==> config.mk <==
export PLATFORM = sky130hd
export DESIGN_NAME = alu_operand_sequencer_flat
export DESIGN_NICKNAME = d
export VERILOG_FILES = /design/src/rtl/alu_operand_sequencer_if.sv /design/src/rtl/alu_operand_sequencer.sv /design/src/flat_wrapper.sv
export SDC_FILE = /design/constraint.sdc
export NUM_CORES = 1
export LEC_CHECK = 0
export CORE_UTILIZATION = 50
export CTS_BUF_LIST = sky130_fd_sc_hd__clkbuf_8 sky130_fd_sc_hd__clkbuf_16
export CTS_CLUSTER_SIZE = 40
export DETAILED_ROUTE_END_ITERATION = 16
export DONT_BUFFER_PORTS = 1
export GPL_ROUTABILITY_DRIVEN = 0
export GPL_TIMING_DRIVEN = 0
export HOLD_SLACK_MARGIN = 0.06
export PLACE_DENSITY = 0.64
export RECOVER_POWER = 50
export SYNTH_ARGS = -nofsm -noshare
export SYNTH_HDL_FRONTEND = slang
export SYNTH_SLANG_ARGS = --single-unit
==> constraint.sdc <==
create_clock -name i_clk -period 4.4 [get_ports i_clk]
set_input_delay 0.88 -clock i_clk [delete_from_list [all_inputs] [get_ports i_clk]]
set_output_delay 0.88 -clock i_clk [all_outputs]
set_load 0.01 [all_outputs]
==> src/rtl/alu_operand_sequencer_if.sv <==
// Operand-entry bus between the board I/O (master) and the ALU operand sequencer (slave).
// The master side drives the key and switches; the slave side returns the committed operation.
interface alu_operand_sequencer_if #(
    parameter int WIDTH = 4
);
    logic             i_key_n;
    logic [WIDTH-1:0] i_sw;
    logic [1:0]       i_ctrl;
    logic [WIDTH-1:0] o_a;
    logic [WIDTH-1:0] o_b;
    logic [1:0]       o_ctrl;
    logic             o_valid;
    logic [1:0]       o_phase;

    modport master (
        output i_key_n, i_sw, i_ctrl,
        input  o_a, o_b, o_ctrl, o_valid, o_phase
    );

    modport slave (
        input  i_key_n, i_sw, i_ctrl,
        output o_a, o_b, o_ctrl, o_valid, o_phase
    );
endinterface

==> src/rtl/alu_operand_sequencer.sv <==
// Operand-entry stage for the 4-bit ALU board: one debounced pushbutton steps the user
// through entering A, then B and the control code, and the result is shown until the next press.
module alu_operand_sequencer #(
    parameter int WIDTH           = 4,
    parameter int DEBOUNCE_CYCLES = 500000
) (
    input logic                  i_clk,
    input logic                  i_reset,
    alu_operand_sequencer_if.slave bus
);
    localparam int               CNT_W    = (DEBOUNCE_CYCLES > 1) ? $clog2(DEBOUNCE_CYCLES) : 1;
    localparam logic [CNT_W-1:0] CNT_LAST = CNT_W'(DEBOUNCE_CYCLES - 1);

    typedef enum logic [1:0] {
        ENTER_A = 2'b00,
        ENTER_B = 2'b01,
        SHOW    = 2'b10
    } phase_e;

    logic             sync1_q;
    logic             sync2_q;
    logic             deb_q;
    logic             deb_d;
    logic [CNT_W-1:0] cnt_q;
    logic [CNT_W-1:0] cnt_d;
    logic             press_q;
    logic             press_d;

    phase_e           phase_q;
    logic [WIDTH-1:0] a_q;
    logic [WIDTH-1:0] b_q;
    logic [1:0]       ctrl_q;
    logic             valid_q;

    // NOTE: non-blocking assignments make sync2_q take the previous sync1_q, giving a true
    // two-flop chain; blocking here would collapse it into a single stage.
    always_ff @(posedge i_clk) begin
        if (i_reset) begin
            sync1_q <= 1'b1;
            sync2_q <= 1'b1;
        end else begin
            sync1_q <= bus.i_key_n;
            sync2_q <= sync1_q;
        end
    end

    // NOTE: every signal gets a default before any branch, so no path leaves one unassigned
    // and no latch is inferred.
    always_comb begin
        deb_d   = deb_q;
        cnt_d   = '0;
        press_d = 1'b0;
        if (sync2_q != deb_q) begin
            if (cnt_q == CNT_LAST) begin
                deb_d   = sync2_q;
                // A flip away from the released level (1) is a press; the reverse is a release.
                press_d = deb_q;
            end else begin
                cnt_d = cnt_q + CNT_W'(1);
            end
        end
    end

    always_ff @(posedge i_clk) begin
        if (i_reset) begin
            deb_q   <= 1'b1;
            cnt_q   <= '0;
            press_q <= 1'b0;
        end else begin
            deb_q   <= deb_d;
            cnt_q   <= cnt_d;
            press_q <= press_d;
        end
    end

    // Operand and phase registers feed the ALU and LEDs directly.
    always_ff @(posedge i_clk) begin
        if (i_reset) begin
            phase_q <= ENTER_A;
            a_q     <= '0;
            b_q     <= '0;
            ctrl_q  <= '0;
            valid_q <= 1'b0;
        end else if (press_q) begin
            case (phase_q)
                ENTER_A: begin
                    a_q     <= bus.i_sw;
                    valid_q <= 1'b0;
                    phase_q <= ENTER_B;
                end
                ENTER_B: begin
                    b_q     <= bus.i_sw;
                    ctrl_q  <= bus.i_ctrl;
                    valid_q <= 1'b1;
                    phase_q <= SHOW;
                end
                SHOW: begin
                    valid_q <= 1'b0;
                    phase_q <= ENTER_A;
                end
                default: begin
                    valid_q <= 1'b0;
                    phase_q <= ENTER_A;
                end
            endcase
        end
    end

    assign bus.o_a     = a_q;
    assign bus.o_b     = b_q;
    assign bus.o_ctrl  = ctrl_q;
    assign bus.o_valid = valid_q;
    assign bus.o_phase = phase_q;
endmodule
==> src/flat_wrapper.sv <==
// flat-port wrapper written by rule: the top's interface ports become plain ports
module alu_operand_sequencer_flat 
#(
    parameter int WIDTH           = 4,
    parameter int DEBOUNCE_CYCLES = 500000
)
  (i_clk, i_reset, bus_i_key_n, bus_i_sw, bus_i_ctrl, bus_o_a, bus_o_b, bus_o_ctrl, bus_o_valid, bus_o_phase);
  alu_operand_sequencer_if #(.WIDTH(WIDTH)) bus_i ();
  input logic i_clk;
  input logic i_reset;
  input wire logic [$bits(bus_i.i_key_n)-1:0] bus_i_key_n;
  input wire logic [$bits(bus_i.i_sw)-1:0] bus_i_sw;
  input wire logic [$bits(bus_i.i_ctrl)-1:0] bus_i_ctrl;
  output wire logic [$bits(bus_i.o_a)-1:0] bus_o_a;
  output wire logic [$bits(bus_i.o_b)-1:0] bus_o_b;
  output wire logic [$bits(bus_i.o_ctrl)-1:0] bus_o_ctrl;
  output wire logic [$bits(bus_i.o_valid)-1:0] bus_o_valid;
  output wire logic [$bits(bus_i.o_phase)-1:0] bus_o_phase;
  assign bus_i.i_key_n = bus_i_key_n;
  assign bus_i.i_sw = bus_i_sw;
  assign bus_i.i_ctrl = bus_i_ctrl;
  assign bus_o_a = bus_i.o_a;
  assign bus_o_b = bus_i.o_b;
  assign bus_o_ctrl = bus_i.o_ctrl;
  assign bus_o_valid = bus_i.o_valid;
  assign bus_o_phase = bus_i.o_phase;
  alu_operand_sequencer #(.WIDTH(WIDTH), .DEBOUNCE_CYCLES(DEBOUNCE_CYCLES)) u_core (.i_clk(i_clk), .i_reset(i_reset), .bus(bus_i));
endmodule
# Word level (Yosys, flattened, before mapping)
# Cells that the tools add are included.
[word_totals] ff_bits=36 inputBits=9 elab_cells=24
[op_classes] addsub=1 eq_ne=3 n_mux=2 n_bitwise=2 reduce_logical=6
[ops] operator="adder 19 x 1 -> 19 bit (second input constant)" n=1
[ops] operator="== test 19 bit (second input constant)" n=1
[ops] operator="AND reduction 2 bit" n=3
[ops] operator="OR reduction 3 bit" n=2
[ops] operator="one-hot mux 2 bit (2 select lines)" n=1
[ops] operator="== test 2 x 1 -> 1 bit (second input constant)" n=1
[ops] operator="zero test 2 bit" n=1
[ops] operator="NOT 1 bit" n=2
[ops] operator="two-way mux 1 bit" n=1
[ops] operator="!= test 1 bit" n=1

# Longest topological paths before layout
# Gate-level depths: netlist of run 1.
[logic_depth] ltp_word=3 ltp_mapped=5

# Worst setup path after synthesis of run 1
# OpenSTA, ideal clock, no wires.
[synth_path] path_kind="flip-flop to flip-flop" startpoint="register u_core.cnt_q[11]" endpoint="register u_core.cnt_q[10]" setup_ps=115 arrival_ps=1877 slack_ps=2409 path_stages_with_launch=6 path_buffers=1 cell_sequence="dfxtp_1 -> or4b_1 -> or4_4 -> o211ai_4 -> buf_8 -> nor2_1"
[synth_via] elab_chain_cells=2
[synth_lines] element="start, declared" line="alu_operand_sequencer.sv:24" rtl="logic [CNT_W-1:0] cnt_q;"
[synth_lines] element="start signal, assigned" line="alu_operand_sequencer.sv:71" rtl="cnt_q <= cnt_d;"
[synth_lines] element="== test 19 bit" line="alu_operand_sequencer.sv:54" rtl="if (cnt_q == CNT_LAST) begin"
[synth_lines] element="OR reduction 3 bit (no source line)"
# Every way passes these cells.
# A chain may end at the register's enable or synchronous reset.

# Final worst setup path of run 1
[layout_path] startpoint="register u_core.cnt_q[11]" endpoint="register u_core.cnt_q[14]"
[layout_via] elab_chain_cells=2 word_cells_on_any_way=3 classes_between="1 x add/sub; 1 x eq/ne; 1 x reduce/logical"
[layout_lines] element="parallel branches: the longest is 2 deep, another holds adder 19 x 1 -> 19 bit"
# Several ways; the timed one is not identified.

==> impl_metrics.env, run 1 <==
export IMPL_drv_slew=0
export IMPL_startpoint="u_core.cnt_q[11]"
export IMPL_layout_commonest_cell="dfxtp_1"
export IMPL_clk_path_buf_depth=2
export IMPL_die_area_um2=3110
export IMPL_antennaDiodeCount=0
export IMPL_row_count=19
export IMPL_antenna_left=0
export IMPL_insertion_delay_ps=280
export IMPL_track_usage_pct=19.3
export IMPL_grt_pass1_vias=976
export IMPL_placed_area_um2=1480
export IMPL_finalHoldViolations=0
export IMPL_peakVddDrop_v=0.000262
export IMPL_end_kind="flop"
export IMPL_hold_slack_ps=417
export IMPL_fin_nets=170
export IMPL_tns_ps=0
export IMPL_post_route_period_util_pct=49.2
export IMPL_switching_share_pct=20.0
export IMPL_arrival_ps=2340
export IMPL_internal_power_uw=443
export IMPL_holdBufCountCts=0
export IMPL_stdcell_area_um2=1570
export IMPL_hold_path_class="reg2reg"
export IMPL_dr_pass1_iters=4
export IMPL_syn_nets=163
export IMPL_fin_total_pwr_uw=553
export IMPL_drv_cap=0
export IMPL_wl_per_cell_um=13.6
export IMPL_pwr_density_cell_nw_per_um2=352
export IMPL_regArea_um2=701
export IMPL_core_um2=2760
export IMPL_die_w_um=55.8
export IMPL_area_growth_pct=8.74
export IMPL_grt_pass1_wl_um=4490
export IMPL_fmax_ghz=0.462
export IMPL_rr_worst_depth=5
export IMPL_cts_sinks=35
export IMPL_clk_pin_slew_worst_paths_ps=60
export IMPL_synth_main_ff_cell="dfxtp_1"
export IMPL_reg2reg_from="u_core.cnt_q[11]"
export IMPL_post_cts_resize_count=0
export IMPL_drc=0
export IMPL_rsz0062_at_grt="no"
export IMPL_routed_wirelength_um=2600
export IMPL_utilization_pct=57.0
export IMPL_crit_type="reg2reg"
export IMPL_r2r_slack_ps=2230
export IMPL_layout_drive_gt1_share_pct=9.38
export IMPL_synth_cells=153
export IMPL_cts_tree="built"
export IMPL_synth_edff_count=0
export IMPL_yosysUniqueCellTypes=31
export IMPL_pwr_share_seq_pct=57.5
export IMPL_cts_max_level=2
export IMPL_cts_setup_buffers=0
export IMPL_setup_viol_count_final=0
export IMPL_p_switching_uw=111
export IMPL_num_io_pins=22
export IMPL_grt_ovfl_total=0
export IMPL_yosysWarnings=0
export IMPL_crit_end="u_core.cnt_q[14]"
export IMPL_die_height_um=55.8
export IMPL_grt_start_max_net_pins=11
export IMPL_multi_input_area_um2=696
export IMPL_p_leak_uw=0.000544
export IMPL_io_buffers=0
export IMPL_first_iter_violations=42
export IMPL_cp_start_kind="flop"
export IMPL_status="complete, no violations"
export IMPL_layout_common_cells="dfxtp_1 (35), nor2_1 (27), mux2i_1 (10), nand2_1 (9), xor2_1 (8)"
export IMPL_cts_buffers_inserted=5
export IMPL_async_flop_share_pct=0
export IMPL_tightest_slew_ps=827
export IMPL_crit_path_max_fanout=10
export IMPL_cp_required_ps=4570
export IMPL_finClkSkew_ps=2.75
export IMPL_synth_seq_cells=35
export IMPL_cts_root_buf="clkbuf_8"
export IMPL_syn_area_um2=1450
export IMPL_grt_antenna_before_repair=0
export IMPL_post_dp_hpwl_um=1900
export IMPL_n_fill_cell=267
export IMPL_ys_seq_area_share_pct=48.5
export IMPL_slew_headroom_pct=44.4
export IMPL_rr_endpoint="u_core.cnt_q[14]"
export IMPL_start_util_pct=52.4
export IMPL_fin_crit_ps=2170
export IMPL_p_clk_share_pct=41.3
export IMPL_via_count=1077
export IMPL_syn_area_per_cell_um2=9.45
export IMPL_avgViaCountPerCell=5.64
export IMPL_p_comb_share_pct=1.1
## state kept, by name, indices dropped and copies added (netlist names)
name	flops
u_core.bus.o_ctrl	2
u_core.sync2_q	1
u_core.press_q	1
u_core.bus.o_a	4
u_core.bus.o_b	4
u_core.bus.o_valid	1
u_core.cnt_q	19
u_core.bus.o_phase	1
u_core.deb_q	1
u_core.sync1_q	1
## worst min path at each step
stage,from,depth (start not counted),endpoint
3_3_place_gp,u_core.sync1_q,1,u_core.sync2_q
2_1_floorplan,u_core.sync1_q,1,u_core.sync2_q
4_1_cts,u_core.sync1_q,1,u_core.sync2_q
6_report,u_core.sync1_q,1,u_core.sync2_q
3_5_place_dp,u_core.sync1_q,1,u_core.sync2_q
5_1_grt,u_core.sync1_q,1,u_core.sync2_q
## cell type report
| class | instances | share of cell area, % |
|---|---|---|
| buffer | 5 | 2.15 |
| clock buffer | 6 | 5.25 |
| clock inverter | 1 | 0.318 |
| inverter | 4 | 0.955 |
| multi-input combinational | 109 | 44.3 |
| sequential | 35 | 44.6 |
| tap | 31 | 2.47 |
## power groups by stage
stage	sequential, uW	combinational [uW]	clock (uW)
after floorplan	325	5.30	0
after global placement	326	6.14	0
after detailed placement	326	6.39	0
after CTS	318	6.41	240
after global routing	318	6.95	251
final	318	6.32	229
## kinds of logic (layout without fill, tap and decap cells)
family | count (synthesis) | after routing | share of synthesized area [%]
AND/OR/NAND/NOR | 71 | 71 | 25.7
AO/OA/AOI/OAI | 13 | 13 | 6.15
buffers and inverters | 9 | 16 | 3.38
flip-flops | 35 | 35 | 48.5
XOR/XNOR | 14 | 14 | 8.49
adder cells (fa/ha/maj) | 1 | 1 | 0.866
multiplexers | 10 | 10 | 6.93
## worst max-delay path, cell delays in order (launching register included)
cell      delay, ps
dfxtp_1         360
or4b_1          530
or4_4           580
o211ai_4        350
buf_8           180
nor2_1           50
## routing by layer
metal | routed length, um | global-route usage, %
met1 | 1060 | 22.4
met2 | 1340 | 30.6
met3 | 154 | 7.44
met4 | 38 | 10.7
met5 | 0 | 0
## stage by stage
stage / setup WS [ps] / instances
2_1_floorplan: 2410 / 153
4_1_cts: 2230 / 191
3_5_place_dp: 2220 / 184
5_1_grt: 2140 / 191
3_3_place_gp: 2260 / 184
6_report: 2230 / 191
## Yosys cell counts, types with 2 or more instances
cell / number / area share [%]
a21oi_1: 6 / 2.1
xor2_1: 8 / 4.8
xnor2_1: 6 / 3.6
nand4_1: 7 / 3.0
or4b_1: 2 / 1.4
nor2_1: 27 / 7.0
nor4_1: 3 / 1.3
inv_1: 4 / 1.0
nor3_1: 3 / 1.0
and4_1: 3 / 1.8
or4_1: 2 / 1.0
o21ai_0: 3 / 1.0
or2_2: 2 / 0.87
dfxtp_1: 35 / 48
nand3_1: 5 / 1.7
or3_1: 2 / 0.87
nand2_1: 9 / 2.3
o31ai_1: 2 / 1.0
clkbuf_1: 3 / 0.78
mux2i_1: 10 / 6.9
(Power assumes the default switching activity.)
==> run 2, diff against run 1 <==
- clock period: 4.4 -> 2.2 ns (I/O delays scaled with it)
==> run 2 against run 1 <==
Core utilization grew 0.41 points. Die area unchanged. Critical endpoint is now u_core.cnt_q[13]. Clock skew about the same. Routed wire length grew 0.73%. Worst setup slack got worse by 2100 ps.
==> impl_metrics.env, run 2 (synthesized netlist as in run 1, its figures left out) <==
export IMPL_status="complete, no violations"
export IMPL_post_cts_resize_count=0
export IMPL_io_buffers=0
export IMPL_layout_drive_gt1_share_pct=9.88
export IMPL_hold_path_class="in2reg"
export IMPL_avgViaCountPerCell=5.65
export IMPL_regArea_um2=701
export IMPL_peakVddDrop_v=0.000525
export IMPL_post_route_period_util_pct=94.8
export IMPL_cts_sinks=35
export IMPL_layout_commonest_cell="dfxtp_1"
export IMPL_wl_per_cell_um=13.6
export IMPL_finClkSkew_ps=2.60
export IMPL_grt_ovfl_total=0
export IMPL_cts_max_level=2
export IMPL_rsz0062_at_grt="no"
export IMPL_via_count=1090
export IMPL_crit_path_max_fanout=6
export IMPL_grt_antenna_before_repair=0
export IMPL_dr_pass1_iters=4
export IMPL_dp_cells=184
export IMPL_drv_cap=0
export IMPL_row_count=19
export IMPL_cts_tree="built"
export IMPL_stdcell_count=193
export IMPL_grt_pass1_wl_um=4490
export IMPL_die_w_um=55.8
export IMPL_tightest_slew_ps=826
export IMPL_met2_usage_pct=30.6
export IMPL_routed_wirelength_um=2620
export IMPL_tns_ps=0
export IMPL_grt_start_max_net_pins=11
export IMPL_regMostFlops="u_core.cnt_q"
export IMPL_start_util_pct=52.4
export IMPL_post_dp_hpwl_um=1900
export IMPL_die_area_um2=3110
export IMPL_core_um2=2760
export IMPL_fin_nets=172
export IMPL_drv_slew=0
export IMPL_cp_required_ps=2370
export IMPL_cts_buffers_inserted=5
export IMPL_cp_start_kind="flop"
export IMPL_p_leak_uw=0.000548
export IMPL_slew_headroom_pct=44.5
export IMPL_crit_type="reg2reg"
export IMPL_clk_path_buf_depth=2
export IMPL_fin_total_pwr_uw=1110
export IMPL_grt_busiest_layer="met2"
export IMPL_fmax_ghz=0.479
export IMPL_largest_reg_flops=19
export IMPL_use_met1_pct=22.4
export IMPL_utilization_pct=57.4
export IMPL_arrival_ps=2260
export IMPL_grt_use_met3_pct=7.44
export IMPL_first_iter_violations=41
export IMPL_track_usage_pct=19.3
export IMPL_fin_crit_ps=2090
export IMPL_layout_common_cells="dfxtp_1 (35), nor2_1 (27), mux2i_1 (10), nand2_1 (9), xor2_1 (8)"
export IMPL_antenna_left=0
export IMPL_num_io_pins=22
export IMPL_area_growth_pct=9.52
export IMPL_clk_pin_slew_worst_paths_ps=60
export IMPL_setup_viol_count_final=0
export IMPL_end_kind="flop"
export IMPL_cts_root_buf="clkbuf_8"
export IMPL_antennaDiodeCount=0
export IMPL_die_height_um=55.8
export IMPL_multi_input_area_um2=696
export IMPL_finalHoldViolations=0
export IMPL_grt_pass1_vias=976
export IMPL_insertion_delay_ps=280
export IMPL_n_fill_cell=269
export IMPL_drc=0
export IMPL_pwr_density_cell_nw_per_um2=701
run 2: cell type report:
| type | instances | area share, % |
|---|---|---|
| flip-flops and latches | 35 | 44.3 |
| multi-input cells | 109 | 44.0 |
| well taps | 31 | 2.45 |
| inverters | 4 | 0.949 |
| plain buffers | 5 | 1.90 |
| clock buffers | 6 | 5.22 |
| clock inverters | 1 | 0.316 |
| repair buffers | 2 | 0.949 |
run 2: worst paths after layout:
kind	start	to	slack, ps	cells after the start
worst min register to register	u_core.sync1_q	u_core.sync2_q	420	1
worst max register to register	u_core.cnt_q[11]	u_core.cnt_q[13]	110	5
worst min-delay path	i_reset	u_core.bus.o_valid	220	1
worst max-delay path	u_core.cnt_q[11]	u_core.cnt_q[13]	110	5
run 2: metrics by stage:
step / hold slack (ps) / area (um2) / worst slack (ps)
floorplan: 389 / 1450 / 209
global placement: 398 / 1480 / 64.6
detailed placement: 399 / 1480 / 17.3
CTS: 203 / 1570 / 32.5
global route: 198 / 1580 / 54.8
finish: 216 / 1580 / 114
run 2: where the power goes:
group	switching, uW	total [uW]	internal (uW)
combinational	8.12	14.0	5.89
clock	214	459	245
sequential	1.14	637	636
total	223	1110	887
run 2: per-layer routing:
layer	share of wire, %	routed length [um]
met5	0	0
met4	1.1	30
met1	42	1100
met2	51	1340
met3	5.7	148
run 2: worst max-delay path: stages, from the launching register on:
cell and delay (ps):
dfxtp_1 360, or4b_1 530, or4_4 580, o211ai_4 250, buf_4 200, a21oi_1 50
run 2: repair_timing:
item | in CTS | in global routing
endpoints found under the setup margin | 0 | 10
setup buffers | 0 | 2
hold buffers | 0 | 0
==> run 3, diff against run 2 <==
- CELL_PAD_IN_SITES_DETAIL_PLACEMENT: default -> 0
- CELL_PAD_IN_SITES_GLOBAL_PLACEMENT: default -> 1
- CORE_UTILIZATION: 50 -> 42
- PLACE_DENSITY: 0.64 -> 0.72
- clock period: 2.2 -> 1.9 ns (I/O delays scaled with it)
==> run 3 against run 2 <==
Power rose by 20%. The run now ends with setup timing left. Routed wire length rose by 6.0%. Largest power group unchanged. First-iteration DRC count fell by 7.3%. Clock skew rose by 0.91 ps. Sequential power rose by 16%.
==> impl_metrics.env, run 3 (synthesized netlist as in run 1, its figures left out) <==
export IMPL_status="finished with violations"
export IMPL_violations="setup timing"
export IMPL_n_fill_cell=320
export IMPL_start_util_pct=45.8
export IMPL_antennaDiodeCount=0
export IMPL_cts_sinks=35
export IMPL_drv_cap=0
export IMPL_regArea_um2=708
export IMPL_post_dp_hpwl_um=1920
export IMPL_cp_required_ps=2070
export IMPL_fin_total_pwr_uw=1330
export IMPL_finalHoldViolations=0
export IMPL_hold_path_class="in2reg"
export IMPL_slew_headroom_pct=40.9
export IMPL_die_height_um=60.7
export IMPL_peakVddDrop_v=0.000511
export IMPL_fin_crit_ps=1970
export IMPL_row_count=20
export IMPL_hp_start="i_reset"
export IMPL_die_area_um2=3680
export IMPL_tightest_slew_ps=880
export IMPL_setup_viol_count_final=20
export IMPL_crit_path_max_fanout=10
export IMPL_grt_start_max_net_pins=11
export IMPL_cts_root_buf="clkbuf_8"
export IMPL_cts_buffers_inserted=5
export IMPL_avgViaCountPerCell=5.09
export IMPL_startpoint="u_core.cnt_q[9]"
export IMPL_layout_common_cells="dfxtp_1 (31), nor2_1 (25), mux2i_1 (10), nand2_1 (9), xor2_1 (8)"
export IMPL_end_kind="flop"
export IMPL_grt_ovfl_total=0
export IMPL_dr_pass1_iters=4
export IMPL_fmax_ghz=0.508
export IMPL_crit_type="reg2reg"
export IMPL_antenna_left=0
export IMPL_pwr_density_cell_nw_per_um2=794
export IMPL_io_buffers=0
export IMPL_drv_slew=0
export IMPL_multi_input_area_um2=723
export IMPL_routed_wirelength_um=2780
export IMPL_cp_start_kind="flop"
export IMPL_grt_pass1_wl_um=4460
export IMPL_cts_max_level=2
export IMPL_utilization_pct=53.1
export IMPL_core_um2=3150
export IMPL_wl_per_cell_um=13.3
export IMPL_regMostFlops="u_core.cnt_q"
export IMPL_layout_drive_gt1_share_pct=17.6
export IMPL_track_usage_pct=16.8
export IMPL_die_w_um=60.7
export IMPL_rsz0062_at_grt="yes"
export IMPL_largest_reg_flops=19
export IMPL_cts_tree="built"
export IMPL_area_growth_pct=15.8
export IMPL_first_iter_violations=38
export IMPL_arrival_ps=2140
export IMPL_via_count=1064
export IMPL_grt_antenna_before_repair=0
export IMPL_fin_ws_ps=-68.4
export IMPL_post_route_period_util_pct=104
export IMPL_fin_nets=174
export IMPL_reg2reg_from="u_core.cnt_q[9]"
export IMPL_num_io_pins=22
export IMPL_layout_commonest_cell="dfxtp_1"
export IMPL_clk_pin_slew_worst_paths_ps=70
export IMPL_finClkSkew_ps=3.50
export IMPL_clk_path_buf_depth=2
export IMPL_drc=0
export IMPL_insertion_delay_ps=280
export IMPL_grt_pass1_vias=947
export IMPL_p_leak_uw=0.000574
-- run 3: through the flow --
step	cell area (um2)	std cells	setup TNS [ps]	setup slack, ps	hold WS [ps]
2_1_floorplan	1450	153	-837	-86.2	389
3_3_place_gp	1500	197	-3060	-233	401
3_5_place_dp	1500	197	-3170	-237	406
4_1_cts	1650	209	-1100	-68.2	148
5_1_grt	1670	209	-2240	-128	141
6_report	1670	209	-1110	-68.4	160
-- run 3: cell type report --
class | count | area share [%]
plain buffers | 5 | 2.02
clock buffers | 7 | 5.76
clock inverters | 1 | 0.224
inverters | 4 | 0.898
multi-input cells | 109 | 43.2
flip-flops and latches | 35 | 42.3
well taps | 44 | 3.29
repair buffers | 4 | 2.24
-- run 3: worst paths after layout --
| path | slack [ps] | endpoint | cells past startpoint |
|---|---|---|---|
| worst max-delay path | -70 | u_core.cnt_q[0] | 5 |
| worst min-delay path | 160 | u_core.bus.o_valid | 1 |
| worst max register to register | -70 | u_core.cnt_q[0] | 5 |
| worst min register to register | 420 | u_core.sync2_q | 1 |
-- run 3: routing by layer --
layer	part of all wire [%]	up-vias	track usage (%)
li1	-	557	-
met4	0.25	0	4.87
met5	0	-	0
met2	45	11	22.8
met3	3.0	2	5.76
met1	52	494	25.0
-- run 3: power by group --
group | leakage, uW | internal [uW] | switching (uW)
Clock | 0.0000557 | 325 | 249
Combinational | 0.000234 | 7.59 | 10.6
Sequential | 0.000285 | 735 | 1.54
Total | 0.000574 | 1070 | 262
-- run 3: critical path: stages (launching register included) --
cell and delay (ps):
dfxtp_2 340, or4b_1 510, or4_4 550, o211ai_4 240, buf_8 170, nor2_1 50
-- run 3: repair_timing --
action | CTS | global route
setup buffers | 4 | 0
hold buffers | 0 | 0
resized for setup | 5 | 7
endpoints found under the setup margin | 19 | 20
pin swaps | 2 | 3
